[config.mk]
export PLATFORM = sky130hd
export DESIGN_NAME = serial_word_feeder
export DESIGN_NICKNAME = d
export VERILOG_FILES = /design/src/rtl/serial_word_feeder_pkg.sv /design/src/rtl/bit_period_timer.sv /design/src/rtl/serial_word_feeder.sv
export SDC_FILE = /design/constraint.sdc
export NUM_CORES = 1
export LEC_CHECK = 0
export ABC_AREA = 1
export BUFFER_PORTS_ARGS = -buffer_cell sky130_fd_sc_hd__buf_2
export CAP_MARGIN = 5
export CORE_MARGIN = 1
export CORE_UTILIZATION = 53
export DETAILED_ROUTE_END_ITERATION = 16
export PLACE_DENSITY_LB_ADDON = 0.1
export SLEW_MARGIN = 20
export SYNTH_ARGS = -nofsm -noshare
export SYNTH_HDL_FRONTEND = slang
export SYNTH_SLANG_ARGS = --single-unit
export TNS_END_PERCENT = 100
[constraint.sdc]
create_clock -name clock -period 1.7 [get_ports clock]
set_input_delay 0.425 -clock clock [delete_from_list [all_inputs] [get_ports clock]]
set_output_delay 0.425 -clock clock [all_outputs]
set_load 0.01 [all_outputs]
[src/rtl/serial_word_feeder_pkg.sv]
// Shared definitions for the serial word feeder: FSM state encoding and counter sizing.
package serial_word_feeder_pkg;

  typedef enum logic [1:0] {
    ST_IDLE  = 2'd0,
    ST_SHIFT = 2'd1,
    ST_GAP   = 2'd2
  } state_e;

  // Bits needed to count 0..term-1, never narrower than one bit.
  function automatic int unsigned cnt_width(input int unsigned term);
    return (term <= 32'd1) ? 32'd1 : 32'($clog2(term));
  endfunction

endpackage

[src/rtl/bit_period_timer.sv]
// Modulo-TERM cycle counter; tick marks the last enabled cycle of each period.
module bit_period_timer
  import serial_word_feeder_pkg::*;
#(
  parameter int unsigned TERM = 1
) (
  input  logic clock,
  input  logic reset,
  input  logic clear,
  input  logic enable,
  output logic tick
);

  localparam int unsigned CW = cnt_width(TERM);
  localparam logic [CW-1:0] LAST = CW'(TERM - 1);

  logic [CW-1:0] cnt_q, cnt_d;

  always_comb begin
    tick  = enable && (cnt_q == LAST);
    cnt_d = cnt_q;
    if (clear || tick) begin
      cnt_d = '0;
    end else if (enable) begin
      cnt_d = cnt_q + 1'b1;
    end
  end

  always_ff @(posedge clock or negedge reset) begin
    if (!reset) begin
      cnt_q <= '0;
    end else begin
      cnt_q <= cnt_d;
    end
  end

endmodule

[src/rtl/serial_word_feeder.sv]
// Parallel-to-serial feeder: load/ready handshake, BIT_CYCLES-wide bit periods, optional idle gap.
module serial_word_feeder
  import serial_word_feeder_pkg::*;
#(
  parameter int unsigned WIDTH      = 8,
  parameter int unsigned BIT_CYCLES = 1,
  parameter int unsigned GAP        = 0,
  parameter bit          MSB_FIRST  = 1'b1,
  parameter logic        IDLE_LEVEL = 1'b0
) (
  input  logic             clock,
  input  logic             reset,
  input  logic [WIDTH-1:0] data_in,
  input  logic             load,
  output logic             ready,
  output logic             x_out,
  output logic             busy,
  output logic             done
);

  localparam int unsigned BW = cnt_width(WIDTH);
  localparam logic [BW-1:0] LAST_BIT = BW'(WIDTH - 1);

  state_e           state_q, state_d;
  logic [WIDTH-1:0] sh_q, sh_d, sh_next;
  logic [BW-1:0]    bit_cnt_q, bit_cnt_d;
  logic             x_out_q, x_out_d;
  logic             ready_q, ready_d;
  logic             busy_q, busy_d;
  logic             done_q, done_d;
  logic             bit_tick, gap_tick;

  function automatic logic head_bit(input logic [WIDTH-1:0] w);
    return MSB_FIRST ? w[WIDTH-1] : w[0];
  endfunction

  bit_period_timer #(.TERM(BIT_CYCLES)) u_bit_timer (
    .clock  (clock),
    .reset  (reset),
    .clear  (state_q != ST_SHIFT),
    .enable (state_q == ST_SHIFT),
    .tick   (bit_tick)
  );

  bit_period_timer #(.TERM((GAP != 0) ? GAP : 1)) u_gap_timer (
    .clock  (clock),
    .reset  (reset),
    .clear  (state_q != ST_GAP),
    .enable (state_q == ST_GAP),
    .tick   (gap_tick)
  );

  // x_out is loaded with the upcoming head bit on the same edge the shift register moves.
  always_comb begin
    state_d   = state_q;
    sh_d      = sh_q;
    bit_cnt_d = bit_cnt_q;
    x_out_d   = x_out_q;
    done_d    = 1'b0;
    sh_next   = MSB_FIRST ? {sh_q[WIDTH-2:0], 1'b0} : {1'b0, sh_q[WIDTH-1:1]};
    case (state_q)
      ST_IDLE: begin
        x_out_d = IDLE_LEVEL;
        if (load && ready_q) begin
          sh_d      = data_in;
          bit_cnt_d = '0;
          x_out_d   = head_bit(data_in);
          state_d   = ST_SHIFT;
        end
      end
      ST_SHIFT: begin
        if (bit_tick) begin
          if (bit_cnt_q == LAST_BIT) begin
            done_d    = 1'b1;
            x_out_d   = IDLE_LEVEL;
            bit_cnt_d = '0;
            state_d   = (GAP != 0) ? ST_GAP : ST_IDLE;
          end else begin
            sh_d      = sh_next;
            bit_cnt_d = bit_cnt_q + 1'b1;
            x_out_d   = head_bit(sh_next);
          end
        end
      end
      ST_GAP: begin
        x_out_d = IDLE_LEVEL;
        if (gap_tick) begin
          state_d = ST_IDLE;
        end
      end
      default: begin
        x_out_d = IDLE_LEVEL;
        state_d = ST_IDLE;
      end
    endcase
    ready_d = (state_d == ST_IDLE);
    busy_d  = (state_d != ST_IDLE);
  end

  always_ff @(posedge clock or negedge reset) begin
    if (!reset) begin
      state_q   <= ST_IDLE;
      sh_q      <= '0;
      bit_cnt_q <= '0;
      x_out_q   <= IDLE_LEVEL;
      ready_q   <= 1'b1;
      busy_q    <= 1'b0;
      done_q    <= 1'b0;
    end else begin
      state_q   <= state_d;
      sh_q      <= sh_d;
      bit_cnt_q <= bit_cnt_d;
      x_out_q   <= x_out_d;
      ready_q   <= ready_d;
      busy_q    <= busy_d;
      done_q    <= done_d;
    end
  end

  assign ready = ready_q;
  assign x_out = x_out_q;
  assign busy  = busy_q;
  assign done  = done_q;

endmodule

==> results of run 1 <==
[power breakdown]
part           internal (mW)  switching, mW
combinational          0.159          0.227
clock                  0.131          0.134
sequential             0.529         0.0686
total                  0.818          0.430
[stage by stage]
stage	instances	total power [mW]	area (um2)	hold WS [ns]	util, %
2_1_floorplan	103	0.889	900	0.129	-
3_3_place_gp	133	0.980	986	0.365	64.0
3_5_place_dp	133	0.995	986	0.368	64.0
4_1_cts	137	1.26	1020	0.0465	66.3
5_1_grt	137	1.34	1020	0.0594	66.3
6_report	137	1.25	1020	0.0323	66.3
[final timing paths]
kind / endpoint / slack (ns) / from
hold / removal: sh_q[2] / 0.03 / reset
hold reg to reg: sh_q[0] / 0.49 / sh_q[0]
min in group clock: sh_q[0] / 0.35 / data_in[0]
setup / recovery: sh_q[5] / 0.23 / bit_cnt_q[0]
max in group asynchronous: ready / 1.35 / reset
setup reg to reg: sh_q[5] / 0.23 / bit_cnt_q[0]
[state kept, by name, summed over array words and instances, names as in the netlist]
signal,flops
x_out,1
done,1
u_gap_timer.cnt_q,1
state_q,2
u_bit_timer.cnt_q,1
bit_cnt_q,3
sh_q,7
busy,1
ready,1
[synth_stat cells]
cell type,count,share of area (%)
a21oi_1,1,0.56
buf_6,1,1.3
conb_1,1,0.42
dfrtp_1,17,47
dfstp_2,1,2.9
ha_1,2,2.8
inv_1,6,2.5
inv_4,2,1.4
nand2_1,36,15
nand2_2,3,2.1
nand2_4,2,2.5
nand3_1,22,12
nand3_2,1,1.1
nand3_4,1,2.0
nand3b_4,1,2.2
nand4_2,1,1.4
nor2_1,3,1.3
nor2_2,1,0.70
[cells by family (layout without fill, tap and decap cells)]
family,count (synthesis),count (layout),synth area share (%)
AO/OA/AOI/OAI,1,1,0.558
other,1,2,0.419
AND/OR/NAND/NOR,71,71,40.6
flip-flops,18,18,50.4
buffers and inverters,9,27,5.17
adder cells (fa/ha/maj),2,2,2.79
[area by class of cell]
class                   count  area (um2)  share of cell area, %
well taps                  16        20.0                   1.96
clock buffers               4        36.3                   3.55
multi-input cells          76         402                   39.3
inverters                   8        35.0                   3.43
flip-flops and latches     18         452                   44.2
repair buffers             15        77.6                   7.59
[layer usage]
| layer | vias to the layer above | global-route usage, % | wire, um |
|---|---|---|---|
| met5 | - | 0 | 0 |
| met1 | 318 | 26.0 | 750 |
| li1 | 366 | - | - |
| met3 | 2 | 5.11 | 62 |
| met4 | 0 | 5.45 | 10 |
| met2 | 15 | 35.5 | 786 |
==> results.md, run 1 <==
* Ant diodes at 0
* Req. time, crit path at 1.90 ns
* HPWL Detailed at ~1200 um
* Register area share after synthesis at 50.4%
* Initial antenna violation count at 0
* Worst-path fanout max at 7
* Yosys cell types at 18
* Fillers at 146
* Clock transition at path regs at about 0.1 ns
* Syn_area_per_cell at 8.78 um2
* RSZ-0062 raised after global routing: no
* Root Driver: clkbuf_4
* Commonest cells after routing, fill and taps aside: nand2_1, nand3_1, dfrtp_1
* Clk_lat worst skew at around 0.30 ns
* Crit-path slowest cell: dfrtp_1
* Peak VDD IR at ~0.85 mV
* DRT antenna net count at 0
* Share of cells above drive strength 1 at 26.4%
* Post-CTS setup buffers at 0
* Fin crit period at between 1 and 1.5 ns
* Seq cells post-synth at 18
* Yosys Warn Count at 0
* CTS HTree Levels at 1
* Hold Buf Count CTS at 0
* Remaining DRCs at 0
* DIE AREA at 1860 um2
* Instance count on the critical path at 6
* Final net count at 135
* Clock buffer depth at 2
* Initial core utilization at 58.1%
* Post-Route WL at around 1600 um
* Final period util at between 80 and 90%
* Vias in the first global route at 712
* Rows at 14
* Worst path cell trace: ha_1 > ha_1 > a21oi_1 > nand3_2 > nand2_1 > nand2_1
* # IOs at 15
* R2R cell count at 6
* Mapped Cells at ~100
* Die height at roughly 43 um
* Core area at about 1500 um2
* P&R area growth vs syn at 14.1%
* Synthesized cell area at 896 um2
* PD cells at 1220 nW/um2
* Commonest non-fill, non-tap cell in the layout: nand2_1
* CP delay by family, top: adder cells
* First-pass GRT wire length at about 2900 um
* Router iterations before antenna repair at 4
* Placer Congestion at 0.807
* CP arrival at 1.67 ns
* # resized after CTS at 0
* Crit. End Element: register
* Via density per instance at between 5 and 6
* Place WS at 0.236 ns
* Vias post-DR at between 700 and 800
* Setup tns final at 0 ns
* Hold Crit Class: in2async
* Final Skew at 0.00135 ns
* Max incr delay on CP at 0.41 ns
* Startpoint Class: register
* Count of buffer and inverter cells on the critical path at 0
* GRT Overall Usage at 20.8%
* Largest net degree at the start of global routing at 19
* Final setup fails at 0
* Initial DRC count at 25
* CTS Buf Count at 3
* Post-route setup slack at 0.229 ns
* I/O Buffers at 14
* Final Max Tran Viols at 0
* Total clock sinks at 18
* Achievable Freq at 680 MHz
* DR WL/cell at roughly 12 um
* Global route total overflow at 0
* Leak at just under 0.6 nW
* Die X at around 43 um
* Clock tree from TritonCTS: done
* Fin. Hold Viols at 0
* WS Path Type: reg2reg
* Max cap viols at 0
* Outcome: finished clean
Power figures use the tool's default switching activity.
==> inputs of run 2 (changes only) <==
--- a/config.mk
+++ b/config.mk
@@ -11,6 +11,7 @@
 export CORE_MARGIN = 1
 export CORE_UTILIZATION = 53
 export DETAILED_ROUTE_END_ITERATION = 16
+export GPL_TIMING_DRIVEN = 0
 export PLACE_DENSITY_LB_ADDON = 0.1
 export SLEW_MARGIN = 20
 export SYNTH_ARGS = -nofsm -noshare
==> results.md, run 2 (synthesized netlist as in run 1, its figures left out) <==
* Reg2Reg Setup Slack at around 0.17 ns
* DRT antenna net count at 0
* Fin crit period at 1.53 ns
* WS Path Type: reg2reg
* Final setup fails at 0
* Rows at 14
* Reg area at 452 um2
* Hold Crit Class: in2async
* Peak VDD IR at slightly below 0.7 mV
* R2r endpoint: sh_q[1]
* Largest Register: sh_q
* GRT Overall Usage at 22.0%
* Placer Congestion at 0.820
* Total clock sinks at 18
* Commonest cells after routing, fill and taps aside: nand2_1, nand3_1, dfrtp_1
* Max cap viols at 0
* Leak at 0.587 nW
* Initial core utilization at 58.1%
* Critical R2R Launch: bit_cnt_q[0]
* DR WL/cell at 12.5 um
* Post-Route WL at 1720 um
* Die height at roughly 43 um
* CP arrival at 1.71 ns
* Initial antenna violation count at 0
* Initial DRC count at 17
* PD cells at 1200 nW/um2
* Die X at ~43 um
* Clock buffer depth at 2
* Remaining DRCs at 0
* R2R cell count at 6
* Vias in the first global route at 691
* Startpoint Class: register
* P&R area growth vs syn at 13.4%
* # IOs at 15
* Share of cells above drive strength 1 at 25.6%
* RSZ-0062 raised after global routing: no
* Setup tns final at 0 ns
* Post-CTS setup buffers at 0
* Fillers at 142
* Post-route cell area at about 1000 um2
* Final period util at about nine tenths
* Fin Hold WS at 0.0427 ns
* Ant diodes at 0
* Largest net degree at the start of global routing at 19
* I/O Buffers at 14
* Fin. Hold Viols at 0
* # resized after CTS at 0
* HPWL Detailed at around 1200 um
* Biggest regs: sh_q x7, bit_cnt_q x3, state_q x2
* Final Max Tran Viols at 0
* Final net count at 135
* Worst setup path start: bit_cnt_q[0]
* CTS Buf Count at 3
* Core area at ~1500 um2
* Vias post-DR at about 700
* Achievable Freq at 655 MHz
* Clock tree from TritonCTS: done
* Placed Area at 990 um2
* Commonest non-fill, non-tap cell in the layout: nand2_1
* DIE AREA at approximately 1900 um2
* Via density per instance at 5.22
* Multi-input logic area at 402 um2
* Root Driver: clkbuf_4
* Largest register FFs at 7
* Clock transition at path regs at roughly 0.1 ns
* Global route total overflow at 0
* Final Skew at 0.00866 ns
* Req. time, crit path at 1.88 ns
* First-pass GRT wire length at between 3000 and 4000 um
* Crit. End Element: register
* Hold Buf Count CTS at 0
* Post-Place Cells at 133
* Non-Filler Instances at around 140
* Outcome: finished clean
* Clk_lat worst skew at slightly below 0.3 ns
* Router iterations before antenna repair at 4
* Worst-path fanout max at 7
* CTS HTree Levels at 1
run 2: cell counts in the layout (fill, tap and decap cells not counted):
Identical to the previous run, type by type.
run 2: layout make-up:
type                       instances  area share (%)
inverter                           8            3.45
tap                               16            1.97
clock buffer                       4            2.59
multi-input combinational         76            39.5
sequential                        18            44.5
timing repair buffer              14            6.90
buffer                             1            1.11
run 2: per-layer routing:
metal | up-vias | share of wire, % | wire length, um | track usage [%]
met5 | - | 0 | 0 | 0
met4 | 0 | 1.5 | 26 | 9.70
met3 | 4 | 3.5 | 60 | 2.98
met2 | 14 | 49 | 837 | 33.7
met1 | 333 | 46 | 795 | 30.9
li1 | 364 | - | - | -
run 2: critical path, cell delays in order (launching register included):
cell and delay, ns:
dfrtp_1 0.42, ha_1 0.22, ha_1 0.24, a21oi_1 0.20
nand3_2 0.19, nand2_1 0.11, nand2_1 0.06
run 2: worst max path at each step:
stage / cells after the start / end
detailed placement: 6 / sh_q[4]
global placement: 6 / sh_q[4]
floorplan: 6 / sh_q[1]
CTS: 6 / sh_q[4]
finish: 6 / sh_q[1]
global route: 6 / sh_q[1]
run 2: power by group:
group	internal [mW]	total [mW]	switching [mW]
registers	0.529	0.589	0.0603
clock network	0.0911	0.216	0.125
logic	0.166	0.414	0.248
total	0.786	1.22	0.433
run 2: stage by stage:
stage                     utilization [%]  total power, mW  setup slack [ns]
after CTS                            65.9             1.23             0.209
final                                65.9             1.22             0.172
after global routing                 65.9             1.32            0.0849
after detailed placement             64.2             1.00             0.246
after floorplan                         -            0.889             0.384
after global placement               64.2            0.982             0.256
==> inputs of run 3 (changes only) <==
--- a/config.mk
+++ b/config.mk
@@ -12,7 +12,7 @@
 export CORE_UTILIZATION = 53
 export DETAILED_ROUTE_END_ITERATION = 16
 export GPL_TIMING_DRIVEN = 0
-export PLACE_DENSITY_LB_ADDON = 0.1
+export PLACE_DENSITY = 0.82
 export SLEW_MARGIN = 20
 export SYNTH_ARGS = -nofsm -noshare
 export SYNTH_HDL_FRONTEND = slang
==> results.md, run 3 (synthesized netlist as in run 1, its figures left out) <==
* P&R area growth vs syn at 14.5%
* Fin crit period at 1.47 ns
* Initial antenna violation count at 0
* Placer Congestion at just over 0.8
* Initial core utilization at 58.1%
* Commonest cells after routing, fill and taps aside: nand2_1, nand3_1, dfrtp_1
* Max incr delay on CP at approximately 0.4 ns
* Clock transition at path regs at 0.10 ns
* PD cells at 1220 nW/um2
* Router iterations before antenna repair at 4
* Post-CTS setup buffers at 0
* Biggest regs: sh_q x7, bit_cnt_q x3, state_q x2
* Fillers at 142
* Final Skew at ~0.00086 ns
* # resized after CTS at 0
* DRT antenna net count at 0
* Critical R2R Launch: bit_cnt_q[0]
* Final net count at approximately 140
* Clock tree from TritonCTS: done
* Global route total overflow at 0
* Worst path cell trace: ha_1 > ha_1 > a21oi_1 > nand3_2 > nand2_1 > nand2_1
* Largest net degree at the start of global routing at 19
* # IOs at 15
* Final period util at 86.5%
* Worst setup path start: bit_cnt_q[0]
* Core area at 1540 um2
* Crit-path slowest cell: dfrtp_1
* Total clock sinks at 18
* I/O Buffers at 14
* Worst-path fanout max at 7
* Hold Crit Class: in2async
* Achievable Freq at 680 MHz
* Post-Route WL at approximately 1700 um
* Startpoint Class: register
* Clk_lat worst skew at 0.29 ns
* Final setup fails at 0
* Peak VDD IR at 0.863 mV
* Hold Buf Count CTS at 0
* Via density per instance at around 5.3
* Commonest non-fill, non-tap cell in the layout: nand2_1
* Root Driver: clkbuf_4
* Setup tns final at 0 ns
* DIE AREA at 1860 um2
* CTS HTree Levels at 1
* Fin. Hold Viols at 0
* Clock buffer depth at 2
* CP arrival at 1.66 ns
* WS Path Type: reg2reg
* Vias post-DR at just over 700
* Outcome: finished clean
* Leak at approximately 0.59 nW
* CTS Buf Count at 3
* Remaining DRCs at 0
* Rows at 14
* DR WL/cell at approximately 13 um
* Crit. End Element: register
* Initial DRC count at 8
* Share of cells above drive strength 1 at 26.4%
* RSZ-0062 raised after global routing: no
* Die X at 43.1 um
* Vias in the first global route at about 750
* Req. time, crit path at 1.89 ns
* HPWL Detailed at about 1200 um
* Max cap viols at 0
* First-pass GRT wire length at 3180 um
* Largest Register: sh_q
* GRT Overall Usage at 23.3%
* Die height at about 43 um
* Post-Route Utilization at 66.6%
* Multi-input logic area at around 400 um2
* Ant diodes at 0
* Final Max Tran Viols at 0
* Largest register FFs at 7
* Reg area at 452 um2
run 3: worst max-delay path: cells and delay by family, from the launching register on:
kind                       cells  cell delay, ns
adders and majority gates      2            0.44
and+or+nand+nor                3            0.33
DFF                            1            0.41
AOI/OAI and AO/OA              1            0.19
run 3: area by class of cell:
class                           count  area share, %
Sequential cell                    18           44.0
Tap cell                           16           1.95
Timing Repair Buffer               14           6.83
Buffer                              1           1.10
Inverter                            8           3.41
Clock buffer                        4           3.54
Multi-Input combinational cell     76           39.1
run 3: path summary, 6_finish.rpt:
check | endpoint | slack [ns] | cells after the start
setup / recovery | sh_q[4] | 0.23 | 6
hold / removal | sh_q[2] | 0.03 | 1
hold reg to reg | sh_q[0] | 0.48 | 2
max in group asynchronous | ready | 1.35 | 1
setup reg to reg | sh_q[4] | 0.23 | 6
min in group clock | sh_q[0] | 0.35 | 3
run 3: power by group:
group	switching [mW]	total, mW	leakage [nW]	internal (mW)
logic	0.240	0.403	0.346	0.163
clock network	0.135	0.265	0.0210	0.131
registers	0.0581	0.587	0.227	0.529
run 3: stage by stage:
stage	cell area [um2]	std cells	power (mW)	hold slack (ns)	setup WS (ns)
global placement	990	133	0.979	0.366	0.273
finish	1030	137	1.25	0.0337	0.229
global route	1030	137	1.36	0.0644	0.0783
floorplan	900	103	0.889	0.129	0.384
detailed placement	990	133	1.00	0.377	0.230
CTS	1030	137	1.27	0.0475	0.208
run 3: metal layers:
layer	GRT usage [%]	part of all wire [%]	vias to the layer above
met2	39.7	53	15
met1	28.4	43	342
met4	10.9	0.98	0
li1	-	-	361
met3	3.83	3.6	2
met5	0	0	-
